==> src/rtl/adc_level_detector_pkg.sv <==
// Shared IAGC definitions: controller status codes, level-detector state
// encoding, default thresholds and the gain-select encoding.
package adc_level_detector_pkg;

    typedef enum logic [1:0] {
        IAGC_STATUS_IDLE   = 2'd0,
        IAGC_STATUS_SAMPLE = 2'd1,
        IAGC_STATUS_ADJUST = 2'd2,
        IAGC_STATUS_FAULT  = 2'd3
    } iagc_status_t;

    typedef enum logic [1:0] {
        ST_IDLE   = 2'd0,
        ST_ACCUM  = 2'd1,
        ST_DECIDE = 2'd2,
        ST_SETTLE = 2'd3
    } det_state_t;

    localparam int unsigned DEFAULT_DATA_SIZE      = 16;
    localparam int unsigned DEFAULT_WINDOW_LOG2    = 10;
    localparam int unsigned DEFAULT_HIGH_THR       = 28000;
    localparam int unsigned DEFAULT_LOW_THR        = 6000;
    localparam int unsigned DEFAULT_HOLD_WINDOWS   = 4;
    localparam int unsigned DEFAULT_SETTLE_SAMPLES = 256;

    // Relay drive level: 1 selects the high-gain (sensitive) range.
    localparam logic GAIN_HIGH = 1'b1;
    localparam logic GAIN_LOW  = 1'b0;

endpackage

==> src/rtl/adc_level_channel.sv <==
// One ADC channel: magnitude, running window peak, quiet-window counter
// and the per-window gain decision.
module adc_level_channel
    import adc_level_detector_pkg::*;
#(
    parameter int unsigned DATA_SIZE    = DEFAULT_DATA_SIZE,
    parameter int unsigned HIGH_THR     = DEFAULT_HIGH_THR,
    parameter int unsigned LOW_THR      = DEFAULT_LOW_THR,
    parameter int unsigned HOLD_WINDOWS = DEFAULT_HOLD_WINDOWS
) (
    input  logic                 clk,
    input  logic                 srst,
    input  logic                 sample_en,
    input  logic                 decide_en,
    input  logic                 clear,
    input  logic [DATA_SIZE-1:0] data,
    output logic [DATA_SIZE-1:0] peak,
    output logic                 gain,
    output logic                 gain_change
);

    localparam int unsigned          QW       = $clog2(HOLD_WINDOWS + 1);
    localparam logic [QW-1:0]        HOLD_Q   = QW'(HOLD_WINDOWS);
    localparam logic [DATA_SIZE-1:0] HIGH_T   = DATA_SIZE'(HIGH_THR);
    localparam logic [DATA_SIZE-1:0] LOW_T    = DATA_SIZE'(LOW_THR);
    localparam logic [DATA_SIZE-1:0] MOST_NEG = {1'b1, {(DATA_SIZE-1){1'b0}}};
    localparam logic [DATA_SIZE-1:0] MAX_POS  = {1'b0, {(DATA_SIZE-1){1'b1}}};

    logic [DATA_SIZE-1:0] mag;
    logic [DATA_SIZE-1:0] run_peak_reg;
    logic [DATA_SIZE-1:0] peak_reg;
    logic [QW-1:0]        quiet_reg;
    logic [QW-1:0]        quiet_inc;
    logic                 gain_reg;
    logic                 go_low;
    logic                 go_high;

    // The most negative code has no positive twin, so it saturates.
    always_comb begin
        if (data == MOST_NEG) begin
            mag = MAX_POS;
        end else if (data[DATA_SIZE-1]) begin
            mag = ~data + DATA_SIZE'(1);
        end else begin
            mag = data;
        end
    end

    always_comb begin
        quiet_inc = '0;
        if (run_peak_reg < LOW_T) begin
            quiet_inc = (quiet_reg >= HOLD_Q) ? HOLD_Q : quiet_reg + QW'(1);
        end
        go_low  = (gain_reg == GAIN_HIGH) && (run_peak_reg >= HIGH_T);
        go_high = (gain_reg == GAIN_LOW) && (quiet_inc == HOLD_Q) && (run_peak_reg < HIGH_T);
    end

    always_ff @(posedge clk) begin
        if (srst) begin
            run_peak_reg <= '0;
            peak_reg     <= '0;
            quiet_reg    <= '0;
            gain_reg     <= GAIN_LOW;
        end else if (clear) begin
            run_peak_reg <= '0;
            quiet_reg    <= '0;
        end else if (decide_en) begin
            peak_reg     <= run_peak_reg;
            run_peak_reg <= '0;
            if (go_low) begin
                gain_reg  <= GAIN_LOW;
                quiet_reg <= '0;
            end else if (go_high) begin
                gain_reg  <= GAIN_HIGH;
                quiet_reg <= '0;
            end else begin
                quiet_reg <= quiet_inc;
            end
        end else if (sample_en && (mag > run_peak_reg)) begin
            run_peak_reg <= mag;
        end
    end

    assign peak        = peak_reg;
    assign gain        = gain_reg;
    assign gain_change = go_low | go_high;

endmodule

==> src/rtl/adc_level_detector.sv <==
// Two-channel peak level detector driving the ADC gain relays: measures a
// window of samples, decides gain per channel, then waits for relays to settle.
module adc_level_detector
    import adc_level_detector_pkg::*;
#(
    parameter int unsigned DATA_SIZE      = DEFAULT_DATA_SIZE,
    parameter int unsigned WINDOW_LOG2    = DEFAULT_WINDOW_LOG2,
    parameter int unsigned HIGH_THR       = DEFAULT_HIGH_THR,
    parameter int unsigned LOW_THR        = DEFAULT_LOW_THR,
    parameter int unsigned HOLD_WINDOWS   = DEFAULT_HOLD_WINDOWS,
    parameter int unsigned SETTLE_SAMPLES = DEFAULT_SETTLE_SAMPLES
) (
    input  logic                 i_sys_clock,
    input  logic                 i_reset,
    input  logic                 i_enable,
    input  logic                 i_valid,
    input  logic [DATA_SIZE-1:0] i_data_ch1,
    input  logic [DATA_SIZE-1:0] i_data_ch2,
    output logic [DATA_SIZE-1:0] o_peak_ch1,
    output logic [DATA_SIZE-1:0] o_peak_ch2,
    output logic                 o_peak_valid,
    output logic                 o_gain_ch1,
    output logic                 o_gain_ch2,
    output logic                 o_settling
);

    localparam int unsigned   SW          = $clog2(SETTLE_SAMPLES + 1);
    localparam logic [SW-1:0] SETTLE_LAST = SW'(SETTLE_SAMPLES - 1);

    det_state_t             state_reg;
    det_state_t             state_next;
    logic [WINDOW_LOG2-1:0] sample_cnt_reg;
    logic [SW-1:0]          settle_cnt_reg;
    logic                   peak_valid_reg;

    logic                   sample_en;
    logic                   decide_fire;
    logic                   clear_run;
    logic                   window_done;
    logic                   settle_done;

    logic [DATA_SIZE-1:0]   ch_data [2];
    logic [DATA_SIZE-1:0]   ch_peak [2];
    logic [1:0]             ch_gain;
    logic [1:0]             ch_change;

    assign ch_data[0] = i_data_ch1;
    assign ch_data[1] = i_data_ch2;

    generate
        for (genvar gi = 0; gi < 2; gi++) begin : g_ch
            adc_level_channel #(
                .DATA_SIZE    (DATA_SIZE),
                .HIGH_THR     (HIGH_THR),
                .LOW_THR      (LOW_THR),
                .HOLD_WINDOWS (HOLD_WINDOWS)
            ) u_ch (
                .clk         (i_sys_clock),
                .srst        (i_reset),
                .sample_en   (sample_en),
                .decide_en   (decide_fire),
                .clear       (clear_run),
                .data        (ch_data[gi]),
                .peak        (ch_peak[gi]),
                .gain        (ch_gain[gi]),
                .gain_change (ch_change[gi])
            );
        end
    endgenerate

    always_ff @(posedge i_sys_clock) begin
        if (i_reset) begin
            state_reg      <= ST_IDLE;
            sample_cnt_reg <= '0;
            settle_cnt_reg <= '0;
            peak_valid_reg <= 1'b0;
        end else begin
            state_reg      <= state_next;
            peak_valid_reg <= decide_fire;
            if (clear_run) begin
                sample_cnt_reg <= '0;
                settle_cnt_reg <= '0;
            end else begin
                // Window counter wraps naturally on the window-completing sample.
                if (sample_en) begin
                    sample_cnt_reg <= sample_cnt_reg + WINDOW_LOG2'(1);
                end
                if ((state_reg == ST_SETTLE) && i_valid) begin
                    settle_cnt_reg <= settle_done ? '0 : settle_cnt_reg + SW'(1);
                end
            end
        end
    end

    always_comb begin
        state_next = state_reg;
        if ((state_reg != ST_IDLE) && !i_enable) begin
            state_next = ST_IDLE;
        end else begin
            case (state_reg)
                ST_IDLE:   if (i_enable) state_next = ST_ACCUM;
                ST_ACCUM:  if (window_done) state_next = ST_DECIDE;
                ST_DECIDE: state_next = (|ch_change) ? ST_SETTLE : ST_ACCUM;
                ST_SETTLE: if (settle_done) state_next = ST_ACCUM;
                default:   state_next = ST_IDLE;
            endcase
        end
    end

    always_comb begin
        sample_en   = (state_reg == ST_ACCUM) && i_enable && i_valid;
        window_done = sample_en && (sample_cnt_reg == '1);
        settle_done = (state_reg == ST_SETTLE) && i_valid && (settle_cnt_reg == SETTLE_LAST);
        decide_fire = (state_reg == ST_DECIDE) && i_enable;
        clear_run   = (state_reg != ST_IDLE) && !i_enable;
        o_settling  = (state_reg == ST_SETTLE);
    end

    assign o_peak_ch1   = ch_peak[0];
    assign o_peak_ch2   = ch_peak[1];
    assign o_gain_ch1   = ch_gain[0];
    assign o_gain_ch2   = ch_gain[1];
    assign o_peak_valid = peak_valid_reg;

endmodule

==> config.mk <==
export PLATFORM = sky130hd
export DESIGN_NAME = adc_level_detector
export DESIGN_NICKNAME = d
export VERILOG_FILES = /design/src/rtl/adc_level_detector_pkg.sv /design/src/rtl/adc_level_channel.sv /design/src/rtl/adc_level_detector.sv
export SDC_FILE = /design/constraint.sdc
export NUM_CORES = 1
export LEC_CHECK = 0
export ABC_AREA = 1
export CORE_MARGIN = 10
export CORE_UTILIZATION = 35
export DETAILED_ROUTE_END_ITERATION = 10
export DONT_BUFFER_PORTS = 1
export GPL_TIMING_DRIVEN = 1
export PLACE_DENSITY_LB_ADDON = 0.15
export SYNTH_ARGS = -nofsm -noshare
export SYNTH_HDL_FRONTEND = slang
export SYNTH_SLANG_ARGS = --single-unit
export TNS_END_PERCENT = 5
==> constraint.sdc <==
create_clock -name i_sys_clock -period 3.3 [get_ports i_sys_clock]
set_clock_uncertainty 0.05 [all_clocks]
set_input_delay 0.33 -clock i_sys_clock [delete_from_list [all_inputs] [get_ports i_sys_clock]]
set_output_delay 0.33 -clock i_sys_clock [all_outputs]
set_load 0.01 [all_outputs]
* Word level (Yosys, flattened, before mapping)
Cells that the tools add are included.
** Storage, ports and cells
- Word-level logic and storage cells :: 96
- Bits in registers :: 94
- Bits of input ports :: 36
- Output and inout port bits :: 36
** Operators by class
- $lt $le $gt $ge :: 10
- Reduce and logical (&&, ||, !) cells :: 27
- Bitwise gates (word level) :: 7
- Equal/unequal tests :: 12
- Multiplexer cells :: 22
- Add/sub/neg operators :: 6
** Operators by type and width (count)
- two-way mux 16 bit :: 4
- adder 16 x 1 -> 16 bit, second input constant :: 2
- equality test 16 bit, second input constant :: 2
- >= comparator 16 x 15 -> 1 bit, second input constant :: 2
- > comparator 16 bit :: 2
- less-than comparator 16 x 13 -> 1 bit, second input constant :: 2
- less-than comparator 16 x 15 -> 1 bit, second input constant :: 2
- inverter 16 bit :: 2
- two-way mux 3 bit :: 8
- logical AND 1 bit :: 15
- adder 10 x 1 -> 10 bit, second input constant :: 1
- equality test 10 bit, second input constant :: 1
- adder 9 x 1 -> 9 bit, second input constant :: 1
- equality test 9 x 8 -> 1 bit, second input constant :: 1
- two-way mux 9 bit :: 1
- AND reduction 3 bit :: 3
- two-way mux 2 bit :: 4
- one-hot mux 2 bit (4 select lines) :: 1
- adder 3 x 1 -> 3 bit, second input constant :: 2
- equality test 3 bit, second input constant :: 2
- >= comparator 3 bit, second input constant :: 2
- nonzero test 2 bit :: 3
- equality test 2 bit, second input constant :: 2
- two-way mux 1 bit :: 4
- other kinds (10) :: 15

* Longest topological paths before layout
- Depth after elaboration :: 10
- Gate-level depth with buffers :: 22

* Modules after synthesis
From an unflattened synthesis, not the netlist that was laid out.
** Second synthesis, totals
- Cells, all modules :: 881
- Area, all modules :: 5987.0 µm²
** By module, submodules not included
- adc_level_channel (g_ch[0].u_ch) :: area an instance 2447.3 µm², times used 1, cells an instance 369, sequential area each 720.7 µm²
- adc_level_channel (g_ch[1].u_ch) :: area an instance 2446.1 µm², times used 1, cells an instance 369, sequential area each 720.7 µm²
- adc_level_detector :: area an instance 1093.5 µm², times used 1, cells an instance 143, sequential area each 440.4 µm²

* Worst setup path before layout
OpenSTA, ideal clock, no wires.
- Path kind :: input -> register
- Start :: input port i_data_ch2[1]
- End :: register g_ch[1].u_ch.run_peak_reg[10]
- Required time :: 3.180 ns
- Stages :: 16
- Library setup time :: 0.070 ns
- Arrival time :: 2.505 ns
- Path buffers :: 1
- Setup slack :: 0.675 ns
- Path through :: nor3_1 -> nand2_1 -> nor2_1 -> nand3_1 -> o21ai_1 -> nor2_1 -> nor2_1 -> inv_1 -> ha_1 -> nand4_1 -> nor3_1 -> a31oi_1 -> nand2_1 -> clkbuf_1 -> o21ai_0 -> a21oi_1
** Between the ends
- Longest elaborated chain between the ends :: 6
- Elaborated cells on any way between the ends :: 7
** RTL lines
- start, declared :: line adc_level_detector.sv:18 : input logic [DATA_SIZE-1:0] i_data_ch2,
- inverter 16 bit :: line adc_level_channel.sv:43 : mag = ~data + DATA_SIZE'(1);
- adder 16 x 1 -> 16 bit :: line adc_level_channel.sv:43
- two-way mux 16 bit :: line adc_level_channel.sv:42 : end else if (data[DATA_SIZE-1]) begin
- two-way mux 16 bit (*) :: line adc_level_channel.sv:40 : if (data == MOST_NEG) begin
- net g_ch[1].u_ch.mag[13] :: line adc_level_channel.sv:29 : logic [DATA_SIZE-1:0] mag;
- > comparator 16 bit (*) :: line adc_level_channel.sv:79 : end else if (sample_en && (mag > run_peak_reg)) begin
- logical AND 1 bit (*) :: line adc_level_channel.sv:79
- end signal, assigned :: line adc_level_channel.sv:80 : run_peak_reg <= mag;
- end, declared :: line adc_level_channel.sv:30 : logic [DATA_SIZE-1:0] run_peak_reg;
Mark *: on every way through the listed nets, which the timed path passes. The rest lies on a longest branch.
A chain may end at the register's enable or synchronous reset.

* Worst setup path in the final report
- Start :: input port i_data_ch1[2]
- End :: register g_ch[0].u_ch.run_peak_reg[13]
** Between the ends
- Longest elaborated chain between the ends :: 6
- Elaborated cells on any way between the ends :: 7
** RTL lines
- start, declared :: line adc_level_detector.sv:17 : input logic [DATA_SIZE-1:0] i_data_ch1,
- inverter 16 bit :: line adc_level_channel.sv:43
- adder 16 x 1 -> 16 bit :: line adc_level_channel.sv:43
- two-way mux 16 bit :: line adc_level_channel.sv:42
- two-way mux 16 bit (*) :: line adc_level_channel.sv:40
- net g_ch[0].u_ch.mag[13] :: line adc_level_channel.sv:29
- > comparator 16 bit :: line adc_level_channel.sv:79
- logical AND 1 bit :: line adc_level_channel.sv:79
- end signal, assigned :: line adc_level_channel.sv:80
- end, declared :: line adc_level_channel.sv:30
Marks and branches as above.

==> results.md <==
- Final WS setup: 0.391 ns
- Placement-stage cell area: 5680 um^2
- Total Power: around 2.8 mW
- Cell area after synthesis: roughly 5500 um^2
- Post-synth EDFFs: 0
- Mux cell area share after synthesis: 0%
- Post-cts resize count: 0
- Routed wire length: 14,200 um
- Syn_area_per_cell: 6.97 um^2
- Clock-pin slew on the worst setup and hold paths: 0.06 ns
- Post-synth top area cell: dfxtp_1
- Die Height: around 140 um
- Fillcell total: 1,626
- Pin count of the biggest net entering global routing: 33
- Non-Filler Instances: 996
- First-pass GRT wire length: 23,400 um
- DR vias: 4,901
- Drt pass-1 iters: 4
- Async set-reset flop share out of synthesis: 0%
- Max Freq: about 340 MHz
- Synth Instances: 783
- Top Ports: between 70 and 80
- CP max FO: 24
- Remaining DRCs: 0
- CTS tree: done
- Postcts setup bufs: 0
- All-layer global routing usage: around 14%
- Detail Route Antenna Nets: 0
- Xor/xnor cell area share of the yosys netlist: under 10%
- DR vias/cell: roughly 4.9
- Setup Viol. Count Final: 0
- Buffers on Ports: 0
- Final period util: 88.2%
- Vias in the first global route: 4,712
- Row count: between 40 and 50
- Sequential-to-total area share from yosys stat: 34.5%
- Leakage power: 2.43 nW
- Hpwl dp: 11,400 um
- Post-Synth Simple-Gate Area: 28.3%
- Top FF cell, synth: dfxtp_1
- Antenna diodes: 0
- Multi-input combinational cell area: 3130 um^2
- Syn. warnings: 0
- Synth Register Bits: 94
- Final core occ: about two fifths
- Synth cell count leaders: nand2_1, dfxtp_1, inv_1
- Max-cap violation count: 0
- Top-count cell post-synth: nand2_1
- Clock sinks: 94
- Nets: 863
- Antenna violations before repair: 0
- Outcome: finished, final reports clean
- Hold Fails Final Rpt: 0
- Min-delay worst type: in2reg
- Initial detailed-routing violation count: 255
- Compound-cell area share of the yosys netlist: 16.1%
- Hold Slack: 0.0945 ns
- Startpoint Class: primary input
- CTS Buffer Depth: 2
- Largest family of logic cells by synthesized area: simple AND/OR/NAND/NOR gates
- Area grow syn2layout: 8.87%
- Crit path arrival time: 3.09 ns
- Die X: 145 um
- CP Class: in2reg
- Gpl congestion: 0.866
- Slew Limit Headroom: 29.1%
- Tightest Pin Transition: between 1 and 1.5 ns
- Peak VDD IR: 0.290 mV
- Adder-cell area share of the yosys netlist: 10.3%
- Synthesized net count: 864
- Crit. End Element: register
- Top cell type's share of synthesized area: 34.5%
- Core area: 15,300 um^2
- CTS Root Cell: clkbuf_16
- Clk_lat worst skew: 0.34 ns
- GR Overflow Total: 0
- Seq. cell area: 1880 um^2
- RSZ-0062 raised after global routing: false
- Routed length per instance: 14.3 um
- CTS H-tree depth: 3
- Synth area leaders: dfxtp_1, ha_1, nand2_1
- Worst EP required: 3.48 ns
- Max-slew violations: 0
- Pwr Density: between 400 and 500 nW/um^2
- Hold buffer count at cts: 1
- Share of layout cells above drive strength 1: 4.97%
- Yosys cell types: 42
- Placed insts: 981
- Die ar.: 21,000 um^2
- Min cycle time layout: 2.91 ns
- Starting Density: 35.8%
- CTS Buf Count: 9
- Placement Setup Slack: 0.0637 ns
- Setup TNS: 0 ns
- Final Instance Area: 5940 um^2
kinds of logic (layout without fill, tap and decap cells):
logic type / Yosys count / in the layout
flops: 94 / 94
simple gates: 348 / 348
compound gates: 166 / 166
fa+ha+maj: 45 / 45
xor+xnor: 16 / 16
buf+inv: 114 / 116
metal layers:
metal,GRT usage [%],wire length (um)
met3,4.20,1010
met4,5.27,270
met2,21.9,6130
met1,17.5,6830
met5,0,0
worst max-delay path, stage by stage:
cell,delay (ns)
inv_1,0.11
nand3_1,0.13
nor3_2,0.23
nand4_1,0.19
nor2_1,0.19
nor2_1,0.06
nand2_1,0.06
nand3_1,0.11
ha_1,0.32
nand2_1,0.07
nor4_1,0.36
a21oi_1,0.15
nand2_2,0.33
inv_1,0.17
o21ai_0,0.21
nor2_1,0.07
final timing paths:
path                                                   start                             to  slack (ns)  depth (start not counted)
worst max-delay path                           i_data_ch1[2]  g_ch[0].u_ch.run_peak_reg[13]        0.39                         16
worst min-delay path                                 i_reset                   o_peak_valid        0.09                          1
worst max register to register                  state_reg[0]      g_ch[0].u_ch.quiet_reg[1]        0.64                          7
worst min register to register  g_ch[0].u_ch.run_peak_reg[7]   g_ch[0].u_ch.run_peak_reg[7]        0.42                          2
power by group:
group / internal, mW / switching, mW
Combinational: 0.219 / 0.442
Clock: 0.521 / 0.418
Sequential: 1.19 / 0.0456
Total: 1.93 / 0.906
placed cells by master (no fill, tap or decap), drive strengths merged:
cell type    count
and2             1
nor2            94
a21oi           72
nor3            17
nor3b            3
a211oi           4
nand4           10
o21a             3
nand3b           3
ha              45
buf              6
o21ai           78
xor2             7
or2              4
clkbuf          12
nand3           65
a21boi           1
inv             94
o31ai            1
o211ai           3
nand2          150
nor4             1
dfxtp           94
o22ai            2
clkinv           3
xnor2            9
a31oi            2
dlygate4sd3      1
cell type report:
class / count / share of cell area, %
inverter: 95 / 6.00
multi-input combinational: 575 / 52.7
timing repair buffer: 7 / 0.926
sequential: 94 / 31.7
clock buffer: 12 / 4.15
tap: 211 / 4.44
clock inverter: 2 / 0.168
Note: power is estimated with default switching activity, not from simulation.
